===== config.mk =====
export PLATFORM = sky130hd
export DESIGN_NAME = multicycle_control_unit
export DESIGN_NICKNAME = d
export VERILOG_FILES = /design/src/rtl/riscv_ctrl_pkg.sv /design/src/rtl/mc_output_decode.sv /design/src/rtl/multicycle_control_unit.sv
export SDC_FILE = /design/constraint.sdc
export NUM_CORES = 1
export LEC_CHECK = 0
export ABC_CLOCK_PERIOD_IN_PS = 1360
export CELL_PAD_IN_SITES_DETAIL_PLACEMENT = 1
export CELL_PAD_IN_SITES_GLOBAL_PLACEMENT = 1
export CORE_ASPECT_RATIO = 1.2
export CORE_UTILIZATION = 24
export DETAILED_ROUTE_END_ITERATION = 8
export PLACE_DENSITY = 0.78
export SLEW_MARGIN = 20
export SYNTH_ARGS = -nofsm -noshare
export SYNTH_HDL_FRONTEND = slang
export SYNTH_HIERARCHICAL = 1
export SYNTH_SLANG_ARGS = --single-unit

===== constraint.sdc =====
create_clock -name clk -period 1.36 [get_ports clk]
set_input_delay 0.136 -clock clk [delete_from_list [all_inputs] [get_ports clk]]
set_output_delay 0.136 -clock clk [all_outputs]
set_load 0.05 [all_outputs]

===== src/rtl/riscv_ctrl_pkg.sv =====
// Shared encodings for the multi-cycle RV32I controller: states, opcodes and
// the mux-select codes that the immediate generator and datapath muxes decode.
package riscv_ctrl_pkg;

  localparam int unsigned STATE_BITS = 4;

  typedef enum logic [STATE_BITS-1:0] {
    S_FETCH  = 4'd0,
    S_DECODE = 4'd1,
    S_EXEC_R = 4'd2,
    S_EXEC_I = 4'd3,
    S_ADDR   = 4'd4,
    S_MEM_RD = 4'd5,
    S_MEM_WR = 4'd6,
    S_WB_ALU = 4'd7,
    S_WB_MEM = 4'd8,
    S_BRANCH = 4'd9,
    S_JAL    = 4'd10,
    S_JALR   = 4'd11,
    S_UPPER  = 4'd12,
    S_TRAP   = 4'd13
  } state_t;

  localparam logic [6:0] OPC_R      = 7'b0110011;
  localparam logic [6:0] OPC_I      = 7'b0010011;
  localparam logic [6:0] OPC_LOAD   = 7'b0000011;
  localparam logic [6:0] OPC_STORE  = 7'b0100011;
  localparam logic [6:0] OPC_BRANCH = 7'b1100011;
  localparam logic [6:0] OPC_JAL    = 7'b1101111;
  localparam logic [6:0] OPC_JALR   = 7'b1100111;
  localparam logic [6:0] OPC_LUI    = 7'b0110111;
  localparam logic [6:0] OPC_AUIPC  = 7'b0010111;

  localparam logic [2:0] IMM_I = 3'd0;
  localparam logic [2:0] IMM_S = 3'd1;
  localparam logic [2:0] IMM_B = 3'd2;
  localparam logic [2:0] IMM_U = 3'd3;
  localparam logic [2:0] IMM_J = 3'd4;

  localparam logic [1:0] ALU_ADD = 2'd0;
  localparam logic [1:0] ALU_R   = 2'd1;
  localparam logic [1:0] ALU_I   = 2'd2;

  localparam logic [1:0] A_PC     = 2'd0;
  localparam logic [1:0] A_OLD_PC = 2'd1;
  localparam logic [1:0] A_RS1    = 2'd2;
  localparam logic [1:0] A_ZERO   = 2'd3;

  localparam logic [1:0] B_RS2 = 2'd0;
  localparam logic [1:0] B_IMM = 2'd2;

  localparam logic [1:0] PC_SEQ    = 2'd0;
  localparam logic [1:0] PC_TARGET = 2'd1;
  localparam logic [1:0] PC_JALR   = 2'd2;

  localparam logic [1:0] WB_SEL_ALU = 2'd0;
  localparam logic [1:0] WB_SEL_MDR = 2'd1;
  localparam logic [1:0] WB_SEL_RA  = 2'd2;

  typedef struct packed {
    logic       pc_write;
    logic       ir_write;
    logic [1:0] pc_src;
    logic [2:0] imm_sel;
    logic [1:0] alu_src_a;
    logic [1:0] alu_src_b;
    logic [1:0] alu_op;
    logic       mem_read;
    logic       mem_write;
    logic       mem_addr_sel;
    logic       reg_write;
    logic [1:0] wb_sel;
    logic       instr_done;
    logic       illegal;
  } ctrl_t;

  // DECODE dispatch; unknown opcodes land in TRAP.
  function automatic state_t dispatch(input logic [6:0] opc);
    state_t s;
    case (opc)
      OPC_R:                s = S_EXEC_R;
      OPC_I:                s = S_EXEC_I;
      OPC_LOAD, OPC_STORE:  s = S_ADDR;
      OPC_BRANCH:           s = S_BRANCH;
      OPC_JAL:              s = S_JAL;
      OPC_JALR:             s = S_JALR;
      OPC_LUI, OPC_AUIPC:   s = S_UPPER;
      default:              s = S_TRAP;
    endcase
    return s;
  endfunction

endpackage


===== src/rtl/mc_output_decode.sv =====
// Purely combinational Moore output map: state (plus opcode for ADDR/UPPER)
// to datapath strobes and selects. i_mem_ok gates the wait-sensitive strobes.
module mc_output_decode
  import riscv_ctrl_pkg::*;
(
  input  state_t     i_state,
  input  logic [6:0] i_opcode,
  input  logic       i_branch_taken,
  input  logic       i_mem_ok,
  output ctrl_t      o_ctrl
);

  always_comb begin
    o_ctrl           = '0;
    o_ctrl.imm_sel   = IMM_I;
    o_ctrl.alu_src_a = A_PC;
    o_ctrl.alu_src_b = B_RS2;
    o_ctrl.alu_op    = ALU_ADD;
    o_ctrl.pc_src    = PC_SEQ;
    o_ctrl.wb_sel    = WB_SEL_ALU;
    case (i_state)
      S_FETCH: begin
        o_ctrl.mem_read     = 1'b1;
        o_ctrl.mem_addr_sel = 1'b0;
        o_ctrl.ir_write     = i_mem_ok;
        o_ctrl.pc_write     = i_mem_ok;
      end
      // Speculative branch target into ALUOut while the opcode is dispatched.
      S_DECODE: begin
        o_ctrl.alu_src_a = A_OLD_PC;
        o_ctrl.alu_src_b = B_IMM;
        o_ctrl.imm_sel   = IMM_B;
      end
      S_EXEC_R: begin
        o_ctrl.alu_src_a = A_RS1;
        o_ctrl.alu_src_b = B_RS2;
        o_ctrl.alu_op    = ALU_R;
      end
      S_EXEC_I: begin
        o_ctrl.alu_src_a = A_RS1;
        o_ctrl.alu_src_b = B_IMM;
        o_ctrl.alu_op    = ALU_I;
      end
      S_ADDR: begin
        o_ctrl.alu_src_a = A_RS1;
        o_ctrl.alu_src_b = B_IMM;
        o_ctrl.imm_sel   = (i_opcode == OPC_STORE) ? IMM_S : IMM_I;
      end
      S_MEM_RD: begin
        o_ctrl.mem_read     = 1'b1;
        o_ctrl.mem_addr_sel = 1'b1;
      end
      S_MEM_WR: begin
        o_ctrl.mem_write    = 1'b1;
        o_ctrl.mem_addr_sel = 1'b1;
        o_ctrl.instr_done   = i_mem_ok;
      end
      S_WB_ALU: begin
        o_ctrl.reg_write  = 1'b1;
        o_ctrl.instr_done = 1'b1;
      end
      S_WB_MEM: begin
        o_ctrl.reg_write  = 1'b1;
        o_ctrl.wb_sel     = WB_SEL_MDR;
        o_ctrl.instr_done = 1'b1;
      end
      S_BRANCH: begin
        o_ctrl.pc_write   = i_branch_taken;
        o_ctrl.pc_src     = PC_TARGET;
        o_ctrl.instr_done = 1'b1;
      end
      S_JAL: begin
        o_ctrl.alu_src_a  = A_OLD_PC;
        o_ctrl.alu_src_b  = B_IMM;
        o_ctrl.imm_sel    = IMM_J;
        o_ctrl.pc_write   = 1'b1;
        o_ctrl.reg_write  = 1'b1;
        o_ctrl.wb_sel     = WB_SEL_RA;
        o_ctrl.instr_done = 1'b1;
      end
      S_JALR: begin
        o_ctrl.alu_src_a  = A_RS1;
        o_ctrl.alu_src_b  = B_IMM;
        o_ctrl.pc_write   = 1'b1;
        o_ctrl.pc_src     = PC_JALR;
        o_ctrl.reg_write  = 1'b1;
        o_ctrl.wb_sel     = WB_SEL_RA;
        o_ctrl.instr_done = 1'b1;
      end
      // LUI adds the immediate to zero, AUIPC to old_pc.
      S_UPPER: begin
        o_ctrl.alu_src_a  = (i_opcode == OPC_LUI) ? A_ZERO : A_OLD_PC;
        o_ctrl.alu_src_b  = B_IMM;
        o_ctrl.imm_sel    = IMM_U;
        o_ctrl.reg_write  = 1'b1;
        o_ctrl.instr_done = 1'b1;
      end
      S_TRAP: begin
        o_ctrl.illegal = 1'b1;
      end
      default: ;
    endcase
  end

endmodule


===== src/rtl/multicycle_control_unit.sv =====
// Multi-cycle RV32I controller: state register and next-state logic; outputs
// come from mc_output_decode. Define MEM_WAIT_EN to stall memory states on mem_ready.
module multicycle_control_unit
  import riscv_ctrl_pkg::*;
#(
  parameter int unsigned STATE_W = 4
) (
  input  logic               clk,
  input  logic               reset,
  input  logic [6:0]         opcode,
  input  logic               branch_taken,
  input  logic               mem_ready,
  output logic               pc_write,
  output logic               ir_write,
  output logic [1:0]         pc_src,
  output logic [2:0]         imm_sel,
  output logic [1:0]         alu_src_a,
  output logic [1:0]         alu_src_b,
  output logic [1:0]         alu_op,
  output logic               mem_read,
  output logic               mem_write,
  output logic               mem_addr_sel,
  output logic               reg_write,
  output logic [1:0]         wb_sel,
  output logic               instr_done,
  output logic               illegal,
  output logic [STATE_W-1:0] state_dbg
);

  state_t r_state;
  state_t w_next_state;
  ctrl_t  w_dec;
  ctrl_t  w_ctrl;
  logic   w_mem_ok;

`ifdef MEM_WAIT_EN
  assign w_mem_ok = mem_ready;
`else
  logic w_unused_mem_ready;
  assign w_unused_mem_ready = mem_ready;
  assign w_mem_ok           = 1'b1;
`endif

  always_ff @(posedge clk) begin
    if (reset) r_state <= S_FETCH;
    else       r_state <= w_next_state;
  end

  always_comb begin
    w_next_state = r_state;
    case (r_state)
      S_FETCH:  w_next_state = w_mem_ok ? S_DECODE : S_FETCH;
      S_DECODE: w_next_state = dispatch(opcode);
      S_EXEC_R: w_next_state = S_WB_ALU;
      S_EXEC_I: w_next_state = S_WB_ALU;
      S_ADDR:   w_next_state = (opcode == OPC_STORE) ? S_MEM_WR : S_MEM_RD;
      S_MEM_RD: w_next_state = w_mem_ok ? S_WB_MEM : S_MEM_RD;
      S_MEM_WR: w_next_state = w_mem_ok ? S_FETCH : S_MEM_WR;
      S_WB_ALU, S_WB_MEM, S_BRANCH,
      S_JAL, S_JALR, S_UPPER:
                w_next_state = S_FETCH;
      S_TRAP:   w_next_state = S_TRAP;
      default:  w_next_state = S_FETCH;
    endcase
  end

  mc_output_decode u_dec (
    .i_state        (r_state),
    .i_opcode       (opcode),
    .i_branch_taken (branch_taken),
    .i_mem_ok       (w_mem_ok),
    .o_ctrl         (w_dec)
  );

  // Reset suppresses every side effect of the aborted instruction.
  always_comb begin
    w_ctrl = w_dec;
    if (reset) begin
      w_ctrl.pc_write   = 1'b0;
      w_ctrl.ir_write   = 1'b0;
      w_ctrl.mem_read   = 1'b0;
      w_ctrl.mem_write  = 1'b0;
      w_ctrl.reg_write  = 1'b0;
      w_ctrl.instr_done = 1'b0;
      w_ctrl.illegal    = 1'b0;
    end
  end

  assign pc_write     = w_ctrl.pc_write;
  assign ir_write     = w_ctrl.ir_write;
  assign pc_src       = w_ctrl.pc_src;
  assign imm_sel      = w_ctrl.imm_sel;
  assign alu_src_a    = w_ctrl.alu_src_a;
  assign alu_src_b    = w_ctrl.alu_src_b;
  assign alu_op       = w_ctrl.alu_op;
  assign mem_read     = w_ctrl.mem_read;
  assign mem_write    = w_ctrl.mem_write;
  assign mem_addr_sel = w_ctrl.mem_addr_sel;
  assign reg_write    = w_ctrl.reg_write;
  assign wb_sel       = w_ctrl.wb_sel;
  assign instr_done   = w_ctrl.instr_done;
  assign illegal      = w_ctrl.illegal;
  assign state_dbg    = STATE_W'(r_state);

endmodule


==> run_results.csv, run 1 <==
group,metric,value,unit
logic_synthesis,synthDominantAreaCellType,"dfxtp_1",
clock_tree,cts_max_level,1,
placement,routabilityCongestion,0.853,
clock_tree,clock-root-buffer,"clkbuf_4",
outcome,failed_stage,"5_1_grt",
sta,worst_path_end_type,"output port",
sta,worstEndpointGrtRepair,"alu_src_a[1]",
logic_synthesis,syn_avg_cell_area,6.99,µm²
placement,place.detailed.instances,192,
outcome,run.stop_error,"[ERROR DPL-0033] detailed placement checks failed during check placement.",
logic_synthesis,synth_commonest_cells,"nor2_1 (12), nand2_1 (10), nor2b_1 (8), a21oi_1 (6)",
logic_synthesis,synth_flop_cell,"dfxtp_1",
placement,place.port_buffers,33,
logic_synthesis,syn-instance-count,102,
grt,antenna_found_initial,0,
floorplan,die_height,61.7,µm
outcome,outcome,"aborted with a tool error",
logic_synthesis,synth_top_area_share,11.2,%
floorplan,dieWidth,51.8,µm
floorplan,placement_rows,21,
logic_synthesis,library_cell_with_the_highest_instance_count_after_synthesis,"nor2_1",
grt,grt_max_degree,9,
logic_synthesis,synth_sequential_area_ratio,11.2,%
logic_synthesis,ys_top_cells_by_area,"dfxtp_1 (11%), nor2b_1 (7.0%), nor2_1 (6.3%)",
logic_synthesis,synthesized_cell_area,713,µm²
logic_synthesis,synth.lib_cells_used.distinct,45,
floorplan,floorplan.initialDensity,25.4,%
clock_tree,cts.hold.buffers_added,0,
logic_synthesis,asyncSetResetFlopFracSynth,0,%
floorplan,floorplan.io_pins,36,
placement,dpl.hpwl,2.58,mm
logic_synthesis,synth.ff_latch_count,4,
clock_tree,numClockSinks,4,
logic_synthesis,synth_enable_flop_cells,0,
logic_synthesis,yosysWarnings,6,
clock_tree,clk_path_buf_depth,2,
clock_tree,cts-buffers-inserted,3,
-- repair_timing --
item / in CTS
resized for setup: 45
endpoints found under the setup margin: 22
pin swaps: 12
buffers inserted: 16
-- kinds of logic after synthesis --
| logic type | synth area share (%) |
|---|---|
| flops | 11.2 |
| buf+inv | 6.14 |
| simple gates | 50.5 |
| xor+xnor | 2.46 |
| other cells | 1.05 |
| compound gates | 27.2 |
| mux | 1.40 |
-- per-stage QoR --
step | TNS, ns | worst slack (ns) | util [%] | cell area (µm²)
2_1_floorplan | -1.44 | -0.187 | - | 922
3_3_place_gp | -0.710 | -0.149 | 60.5 | 1700
3_5_place_dp | -1.11 | -0.203 | 60.5 | 1700
4_1_cts | -3.29 | -0.297 | 71.6 | 2010
==> run 2: changes to the inputs <==
Settings changed: ABC_CLOCK_PERIOD_IN_PS 1360 to 1750, CELL_PAD_IN_SITES_DETAIL_PLACEMENT 1 to default, CELL_PAD_IN_SITES_GLOBAL_PLACEMENT 1 to default, CORE_AREA from default to 2 2 63 65, CORE_ASPECT_RATIO 1.2 to default, CORE_UTILIZATION 24 to default, DIE_AREA from default to 0 0 65 67, PLACE_DENSITY 0.78 to default, PLACE_DENSITY_LB_ADDON from default to 0.15.
Clock period 1.36 ns to 1.75 ns, I/O delays scaled along.
==> run 2 against run 1 <==
Effect of this change: the flow now finishes without violations; synthesized area unchanged; synthesized cell count unchanged.
==> run_results.csv, run 2 <==
group,metric,value,unit
outcome,outcome,"complete, no violations",
floorplan,placement_rows,22,
layout,num-fill-cells,348,
logic_synthesis,synth_flop_cell,"dfxtp_1",
worst_setup_path,end_kind,"output pin",
clock_tree,cts_tree,"done",
logic_synthesis,synth_enable_flop_cells,0,
detailed_routing,firstDrtPassIters,4,
worst_setup_path,worstSetupStartpointType,"flip-flop",
logic_synthesis,asyncSetResetFlopFracSynth,0,%
grt,grt_first_pass_wirelength,3.92,mm
clock_tree,cts-buffers-inserted,3,
worst_setup_path,crit_path_max_incr_delay,0.42,ns
sta,drv_slew,0,
layout,final_nets,155,
min_path,min_path_cells,2,
sta,postLayoutSetupSlackWorst,0.0496,ns
sta,final-hold-violation-count,0,
floorplan,dieWidth,65,µm
worst_setup_path,worst-endpoint-required,1.57,ns
clock_tree,post_cts_buffers,0,
flow_run,drv_cap,0,
layout,area_grow_syn2layout,116,%
worst_setup_path,setup.worst_path.start,"state_dbg[0]$_SDFF_PP0_",
grt,antenna_found_initial,0,
power_and_ir_drop,p_per_area,1340,nW/µm²
logic_synthesis,synth.lib_cells_used.distinct,45,
logic_synthesis,synth_sequential_area_ratio,11.2,%
layout,multi_input_area,708,µm²
sta,timing.final.crit_share,97.2,%
floorplan,core,3610,µm²
logic_synthesis,library_cell_with_the_highest_instance_count_after_synthesis,"nor2_1",
logic_synthesis,ys_top_cells_by_area,"dfxtp_1 (11%), nor2b_1 (7.0%), nor2_1 (6.3%)",
detailed_routing,drc,0,
floorplan,dieArea,4360,µm²
layout,ff_latch_area,90.1,µm²
worst_setup_path,cpMaxStageDelayCell,"or3b_4",
worst_setup_path,timing.setup.critical_path_class,"reg2out",
detailed_routing,avgRoutedWirePerCell,12.1,µm
worst_setup_path,critical_path_arrival,1.53,ns
detailed_routing,wl,2.30,mm
floorplan,die_height,67,µm
placement,routabilityCongestion,0.833,
sta,timing.hold.ws,0.560,ns
min_path,hold_path_class,"reg2reg",
layout,antenna_cells,0,
clock_tree,cts.hold.buffers_added,0,
power_and_ir_drop,vdd_ir_drop_max,0.816,mV
sta,final_setup_skew,0.00189,ns
layout,most_common_cell_after_layout_fill_and_taps_aside,"buf_12",
sta,report.final.setup_viol,0,
worst_setup_path,ff2ff_path_depth,5,
logic_synthesis,syn-instance-count,102,
power_and_ir_drop,total_power,0.00207,W
layout,commonest_non_fill_non_tap_cells_in_the_layout,"buf_12 (23), nand2_1 (10), nor2_1 (10)",
logic_synthesis,synthesized_cell_area,713,µm²
detailed_routing,route.vias.total,888,
placement,place_ws,0.111,ns
clock_tree,clk_transition_reported_paths,0.03,ns
placement,place.port_buffers,33,
logic_synthesis,synth.ff_latch_count,4,
logic_synthesis,synthDominantAreaCellType,"dfxtp_1",
grt,gr-total-overflow,0,
min_path,min_from,"state_dbg[0]$_SDFF_PP0_",
sta,fmaxAchievable,588,MHz
detailed_routing,drt-initial-drc-count,37,
worst_setup_path,timing.rr.start,"state_dbg[2]$_SDFF_PP0_",
worst_setup_path,path_cells,"or3b_4, o221a_1, o31ai_4, buf_12",
logic_synthesis,synth_top_area_share,11.2,%
detailed_routing,post_drt_via_cell_ratio,4.67,
placement,dpl.hpwl,1.80,mm
grt,grt_max_degree,19,
sta,unrepaired_setup_endpoints_after_global_routing,"no",
floorplan,floorplan.initialDensity,19.8,%
grt,global_route.usage.total,11.2,%
sta,period_minus_slack,1.70,ns
layout,final_util,42.8,%
logic_synthesis,yosysWarnings,6,
clock_tree,clk_lat_worst_skew,0.22,ns
clock_tree,numClockSinks,4,
power_and_ir_drop,leakage,0.581,nW
clock_tree,cts_max_level,1,
detailed_routing,postRouteAntennaNets,0,
logic_synthesis,synth_commonest_cells,"nor2_1 (12), nand2_1 (10), nor2b_1 (8), a21oi_1 (6)",
floorplan,floorplan.io_pins,36,
clock_tree,clock-root-buffer,"clkbuf_8",
worst_setup_path,worst-path-max-fanout,7,
layout,largest_register_ffs,4,
layout,layout-drive-gt1-share,45.1,%
logic_synthesis,syn_avg_cell_area,6.99,µm²
clock_tree,clk_path_buf_depth,2,
grt,first_global_vias,860,
[run 2: power breakdown]
| group | internal, W | switching, W |
|---|---|---|
| clock | 0.000147 | 0.0000512 |
| combinational | 0.000774 | 0.000891 |
| sequential | 0.000131 | 0.0000745 |
[run 2: final cells by class]
| class | count | area share [%] |
|---|---|---|
| multi-input cells | 91 | 45.9 |
| well taps | 48 | 3.89 |
| repair buffers | 42 | 41.2 |
| clock buffers | 3 | 2.67 |
| flip-flops and latches | 4 | 5.83 |
| inverters | 2 | 0.486 |
[run 2: stage by stage]
step,area [µm²],TNS [ns],instances
final,1540,0,190
after global placement,1480,0,187
after floorplan,827,-0.133,104
after CTS,1530,0,190
after global routing,1540,0,190
after detailed placement,1480,0,187
[run 2: routing by layer]
layer	GRT usage (%)	wire, µm	vias to the layer above	part of all wire, %
met5	0	0	-	0
met4	3.19	17	0	0.74
met3	1.69	140	2	6.1
met2	18.7	1130	28	49
met1	14.9	1010	402	44
li1	-	-	456	-
[run 2: cells by family (layout without fill, tap and decap cells)]
kind of cell           after synthesis  count (layout)  synth area share (%)
buffers and inverters                9              47                  6.14
AND/OR/NAND/NOR                     57              57                  50.5
XOR/XNOR                             2               2                  2.46
flip-flops                           4               4                  11.2
other                                2               4                  1.05
AO/OA/AOI/OAI                       27              27                  27.2
multiplexers                         1               1                  1.40
[run 2: repair_timing]
item / in CTS / in global routing
pin swaps: 0 / 2
setup endpoints to repair: 2 / 6
resized for setup: 3 / 5
[run 2: critical path, delay by kind of cell (launching register included)]
| kind | cells | cell delay (ns) |
|---|---|---|
| buf+inv | 1 | 0.17 |
| flops | 1 | 0.38 |
| compound gates | 2 | 0.34 |
| simple gates | 1 | 0.42 |
[run 2: path summary, 6_finish.rpt]
kind	end	slack, ns
worst max-delay path	alu_src_a[1]	0.05
worst min-delay path	state_dbg[3]$_SDFF_PP0_	0.56
worst max register to register	state_dbg[1]$_SDFF_PP0_	0.35
worst min register to register	state_dbg[3]$_SDFF_PP0_	0.56
Note: power is estimated with default switching activity, not from simulation.
==> run 3: changes to the inputs <==
Settings changed: CTS_BUF_LIST from default to sky130_fd_sc_hd__clkbuf_16.
==> run 3 against run 2 <==
Effect of this change: total power rose by 8.0%; worst setup slack worse by 0.0095 ns; design area rose by 2.2%; global-route usage rose by 0.39 points; combinational power hardly changed; die area stayed put.
==> run_results.csv, run 3 (same netlist as run 2, synthesis figures left out) <==
group,metric,value,unit
outcome,outcome,"complete, no violations",
layout,largest_register_ffs,4,
worst_setup_path,setup.worst_path.start,"state_dbg[0]$_SDFF_PP0_",
placement,place.port_buffers,33,
clock_tree,clock-root-buffer,"clkbuf_16",
floorplan,placement_rows,22,
worst_setup_path,worst-path-max-fanout,7,
layout,most_common_cell_after_layout_fill_and_taps_aside,"buf_12",
clock_tree,clk_lat_worst_skew,0.22,ns
worst_setup_path,critical_path_arrival,1.53,ns
placement,routabilityCongestion,0.833,
layout,final_nets,155,
sta,postLayoutSetupSlackWorst,0.0401,ns
detailed_routing,firstDrtPassIters,4,
grt,grt_max_degree,19,
placement,detailed_place.area,1480,µm²
sta,period_minus_slack,1.71,ns
floorplan,floorplan.io_pins,36,
placement,dpl.hpwl,1.80,mm
flow_run,drv_cap,0,
clock_tree,numClockSinks,4,
worst_setup_path,worstSetupStartpointType,"flip-flop",
layout,stdcell_count,190,
layout,num-fill-cells,346,
grt,gr-total-overflow,0,
power_and_ir_drop,p_per_area,1420,nW/µm²
worst_setup_path,timing.rr.start,"state_dbg[2]$_SDFF_PP0_",
sta,drv_slew,0,
clock_tree,cts-buffers-inserted,3,
layout,post-route-cell-area,1580,µm²
power_and_ir_drop,total_power,0.00223,W
clock_tree,clk_transition_reported_paths,0.03,ns
min_path,min_path_cells,2,
placement,place_ws,0.111,ns
detailed_routing,route.vias.total,890,
sta,report.final.setup_viol,0,
layout,layout-drive-gt1-share,45.1,%
detailed_routing,avgRoutedWirePerCell,12.3,µm
worst_setup_path,crit_path_max_incr_delay,0.42,ns
detailed_routing,post_drt_via_cell_ratio,4.68,
min_path,min_from,"state_dbg[0]$_SDFF_PP0_",
placement,place.detailed.instances,187,
worst_setup_path,cpMaxStageDelayCell,"or3b_4",
worst_setup_path,rrSetupSlack,0.35,ns
worst_setup_path,path_cells,"or3b_4, o221a_1, o31ai_4, buf_12",
floorplan,dieWidth,65,µm
layout,area_grow_syn2layout,121,%
grt,global_route.usage.total,11.6,%
worst_setup_path,worst-endpoint-required,1.57,ns
detailed_routing,postRouteAntennaNets,0,
min_path,whs_endpoint,"state_dbg[3]$_SDFF_PP0_",
sta,unrepaired_setup_endpoints_after_global_routing,"no",
sta,final-hold-violation-count,0,
worst_setup_path,reg2reg_to,"state_dbg[1]$_SDFF_PP0_",
min_path,hold_path_class,"reg2reg",
layout,antenna_cells,0,
sta,final_setup_skew,0.000472,ns
grt,grt_first_pass_wirelength,3.97,mm
floorplan,die_height,67,µm
worst_setup_path,end_kind,"output pin",
power_and_ir_drop,leakage,0.596,nW
floorplan,dieArea,4360,µm²
power_and_ir_drop,vdd_ir_drop_max,0.687,mV
floorplan,core,3610,µm²
floorplan,floorplan.initialDensity,19.8,%
layout,commonest_non_fill_non_tap_cells_in_the_layout,"buf_12 (23), nand2_1 (10), nor2_1 (10)",
clock_tree,clk_path_buf_depth,2,
detailed_routing,drc,0,
sta,timing.final.crit_share,97.7,%
grt,first_global_vias,859,
detailed_routing,wl,2.33,mm
grt,antenna_found_initial,0,
clock_tree,cts_max_level,1,
detailed_routing,drt-initial-drc-count,30,
worst_setup_path,timing.setup.critical_path_class,"reg2out",
clock_tree,cts_tree,"done",
sta,fmaxAchievable,585,MHz
worst_setup_path,ff2ff_path_depth,5,
[run 3: cell counts in the layout (fill, tap and decap cells not counted)]
Identical to the previous run, type by type.
[run 3: how the worst max path moves through the flow]
stage,to,slack (ns),cells after the start
final,alu_src_a[1],0.04,4
after global routing,alu_src_a[1],0.001,4
after CTS,alu_src_a[1],0.02,4
after detailed placement,state_dbg[0]$_SDFF_PP0_,0.11,5
after global placement,state_dbg[0]$_SDFF_PP0_,0.15,5
after floorplan,alu_src_a[1],-0.04,2
[run 3: area by class of cell]
| type | count | area [µm²] | area share (%) |
|---|---|---|---|
| inverters | 2 | 7.51 | 0.476 |
| repair buffers | 42 | 637 | 40.4 |
| multi-input cells | 91 | 708 | 44.9 |
| clock buffers | 3 | 75.1 | 4.76 |
| flip-flops and latches | 4 | 90.1 | 5.71 |
| well taps | 48 | 60.1 | 3.81 |
[run 3: power by group]
part | total, W | leakage [nW] | internal [W] | switching [W]
combinational | 0.00167 | 0.524 | 0.000774 | 0.000894
sequential | 0.000207 | 0.0350 | 0.000131 | 0.0000756
clock | 0.000359 | 0.0370 | 0.000292 | 0.0000672
[run 3: per-layer routing]
layer | vias up | wire length [µm] | global-route usage (%) | part of all wire [%]
met1 | 403 | 1050 | 15.2 | 45
met2 | 27 | 1130 | 18.6 | 49
li1 | 456 | - | - | -
met3 | 4 | 116 | 2.20 | 5.0
met5 | - | 0 | 0 | 0
met4 | 0 | 30 | 4.79 | 1.3
[run 3: through the flow]
step | hold slack [ns] | utilization [%] | TNS (ns)
6_report | 0.562 | 43.8 | 0
5_1_grt | 0.585 | 43.8 | 0
4_1_cts | 0.558 | 43.2 | 0
3_5_place_dp | 0.561 | 40.9 | 0
3_3_place_gp | 0.558 | 40.9 | 0
2_1_floorplan | 0.375 | - | -0.133
[run 3: worst max-delay path: cells and delay by family (launching register included)]
kind,cells,cell delay [ns]
DFF,1,0.38
and+or+nand+nor,1,0.42
buffers and inverters,1,0.17
AOI/OAI and AO/OA,2,0.34
[run 3: timing repair]
item	in CTS	in global routing
hold buffers	0	0
pin swaps	1	1
hold endpoints to repair	0	0
gates cloned	0	0
buffers inserted	0	0
gates resized for setup	3	5
endpoints found under the setup margin	2	6
==> run 4: changes to the inputs <==
Settings changed: TNS_END_PERCENT from default to 5.
==> run 4 against run 3 <==
Effect of this change: first-iteration DRC count rose by 17%; design area fell by 2.8%; core utilization decreased by 1.2 points; clock skew about the same; clock-buffer cell count is the same; worst hold slack gained 0.13 ns; sequential cell count unchanged; critical path depth is the same; total power decreased by 3.2%; fmax is 0.28% higher; register-to-register slack lost 0.04 ns; critical endpoint unchanged; largest cell class unchanged.
==> run_results.csv, run 4 (same netlist as run 2, synthesis figures left out) <==
group,metric,value,unit
detailed_routing,route.vias.total,868,
sta,timing.final.crit_share,97.4,%
worst_setup_path,timing.rr.start,"state_dbg[2]$_SDFF_PP0_",
worst_setup_path,critical_path_arrival,1.53,ns
layout,area_grow_syn2layout,115,%
worst_setup_path,worst-path-max-fanout,4,
placement,dpl.hpwl,1.77,mm
layout,final_nets,154,
layout,final_util,42.5,%
layout,commonest_non_fill_non_tap_cells_in_the_layout,"buf_12 (23), nor2_1 (10), nand2_1 (9), clkdlybuf4s50_1 (9), buf_4 (9)",
detailed_routing,postRouteAntennaNets,0,
flow_run,drv_cap,0,
floorplan,core,3610,µm²
power_and_ir_drop,p_per_area,1410,nW/µm²
detailed_routing,firstDrtPassIters,4,
placement,place.port_buffers,33,
grt,global_route.usage.total,11.3,%
detailed_routing,avgRoutedWirePerCell,11.9,µm
clock_tree,clk_lat_worst_skew,0.22,ns
floorplan,dieArea,4360,µm²
clock_tree,cts-buffers-inserted,3,
sta,unrepaired_setup_endpoints_after_global_routing,"yes",
grt,grt_max_degree,20,
placement,routabilityCongestion,0.845,
sta,period_minus_slack,1.71,ns
grt,first_global_vias,886,
floorplan,die_height,67,µm
clock_tree,cts_max_level,1,
clock_tree,clk_path_buf_depth,2,
clock_tree,clk_transition_reported_paths,0.03,ns
clock_tree,clock-root-buffer,"clkbuf_16",
floorplan,floorplan.io_pins,36,
clock_tree,numClockSinks,4,
floorplan,placement_rows,22,
power_and_ir_drop,leakage,0.581,nW
sta,final-hold-violation-count,0,
worst_setup_path,worstSetupStartpointType,"flip-flop",
layout,most_common_cell_after_layout_fill_and_taps_aside,"buf_12",
grt,antenna_found_initial,0,
sta,final_setup_skew,0.000455,ns
layout,antenna_cells,0,
clock_tree,cts_tree,"done",
detailed_routing,drt-initial-drc-count,35,
floorplan,dieWidth,65,µm
sta,fmaxAchievable,586,MHz
clock_tree,post_cts_buffers,0,
worst_setup_path,setup.worst_path.start,"state_dbg[1]$_SDFF_PP0_",
layout,post-route-cell-area,1530,µm²
sta,timing.hold.ws,0.691,ns
floorplan,floorplan.initialDensity,19.8,%
sta,drv_slew,0,
sta,setup-tns-final,0,ns
min_path,hold_path_class,"in2reg",
grt,gr-total-overflow,0,
sta,report.final.setup_viol,0,
outcome,outcome,"complete, no violations",
power_and_ir_drop,vdd_ir_drop_max,0.756,mV
grt,grt_first_pass_wirelength,3.94,mm
detailed_routing,post_drt_via_cell_ratio,4.59,
layout,layout-drive-gt1-share,44.7,%
detailed_routing,wl,2.25,mm
min_path,min_from,"opcode[0]",
detailed_routing,drc,0,
placement,detailed_place.area,1450,µm²
layout,largest_register_ffs,4,
worst_setup_path,end_kind,"output pin",
worst_setup_path,timing.setup.critical_path_class,"reg2out",
worst_setup_path,worst-endpoint-required,1.57,ns
==> run 4: cell types whose count changed in the layout (fill, tap and decap cells not counted), sizes merged <==
cell and delta:
buf -1
==> run 4: critical path, cell delays in order (launching register included) <==
cell     delay, ns
dfxtp_2       0.32
or3b_1        0.44
o221a_1       0.29
o31ai_4       0.08
buf_12        0.17
==> run 4: path summary, 6_finish.rpt <==
path | end | slack (ns) | depth (start not counted)
setup / recovery | alu_src_a[1] | 0.04 | 4
hold / removal | state_dbg[1]$_SDFF_PP0_ | 0.69 | 3
setup reg to reg | state_dbg[1]$_SDFF_PP0_ | 0.31 | 5
hold reg to reg | state_dbg[3]$_SDFF_PP0_ | 0.71 | 3
==> run 4: repair_timing <==
| item | CTS | global route |
|---|---|---|
| endpoints found under the setup margin | 1 | 3 |
| hold buffers | 0 | 0 |
| gates resized for setup | 1 | 2 |
| pin swaps | 0 | 0 |
==> run 4: layout make-up <==
cell class                 instances  area, µm²
fill                             375       2070
multi-input combinational         91        686
timing repair buffer              41        618
sequential                         4       87.6
clock buffer                       3       75.1
tap                               48       60.1
inverter                           2       7.51
==> run 4: per-stage QoR <==
stage / power [W] / worst slack [ns] / std cells
after global placement: 0.00180 / 0.142 / 186
final: 0.00216 / 0.0448 / 189
after global routing: 0.00229 / -0.0184 / 189
after floorplan: 0.00115 / -0.0464 / 104
after detailed placement: 0.00181 / 0.0943 / 186
after CTS: 0.00218 / 0.0288 / 189
==> run 4: per-layer routing <==
| metal | global-route usage, % | vias to the layer above | routed length [µm] |
|---|---|---|---|
| met5 | 0 | - | 0 |
| met4 | 3.99 | 0 | 24 |
| li1 | - | 450 | - |
| met1 | 13.7 | 386 | 981 |
| met3 | 2.36 | 2 | 148 |
| met2 | 19.8 | 30 | 1100 |
==> run 4: power breakdown <==
group	internal [W]	total (W)	switching, W
sequential	0.000126	0.000168	0.0000419
clock	0.000292	0.000354	0.0000624
combinational	0.000737	0.00164	0.000905
total	0.00115	0.00216	0.00101
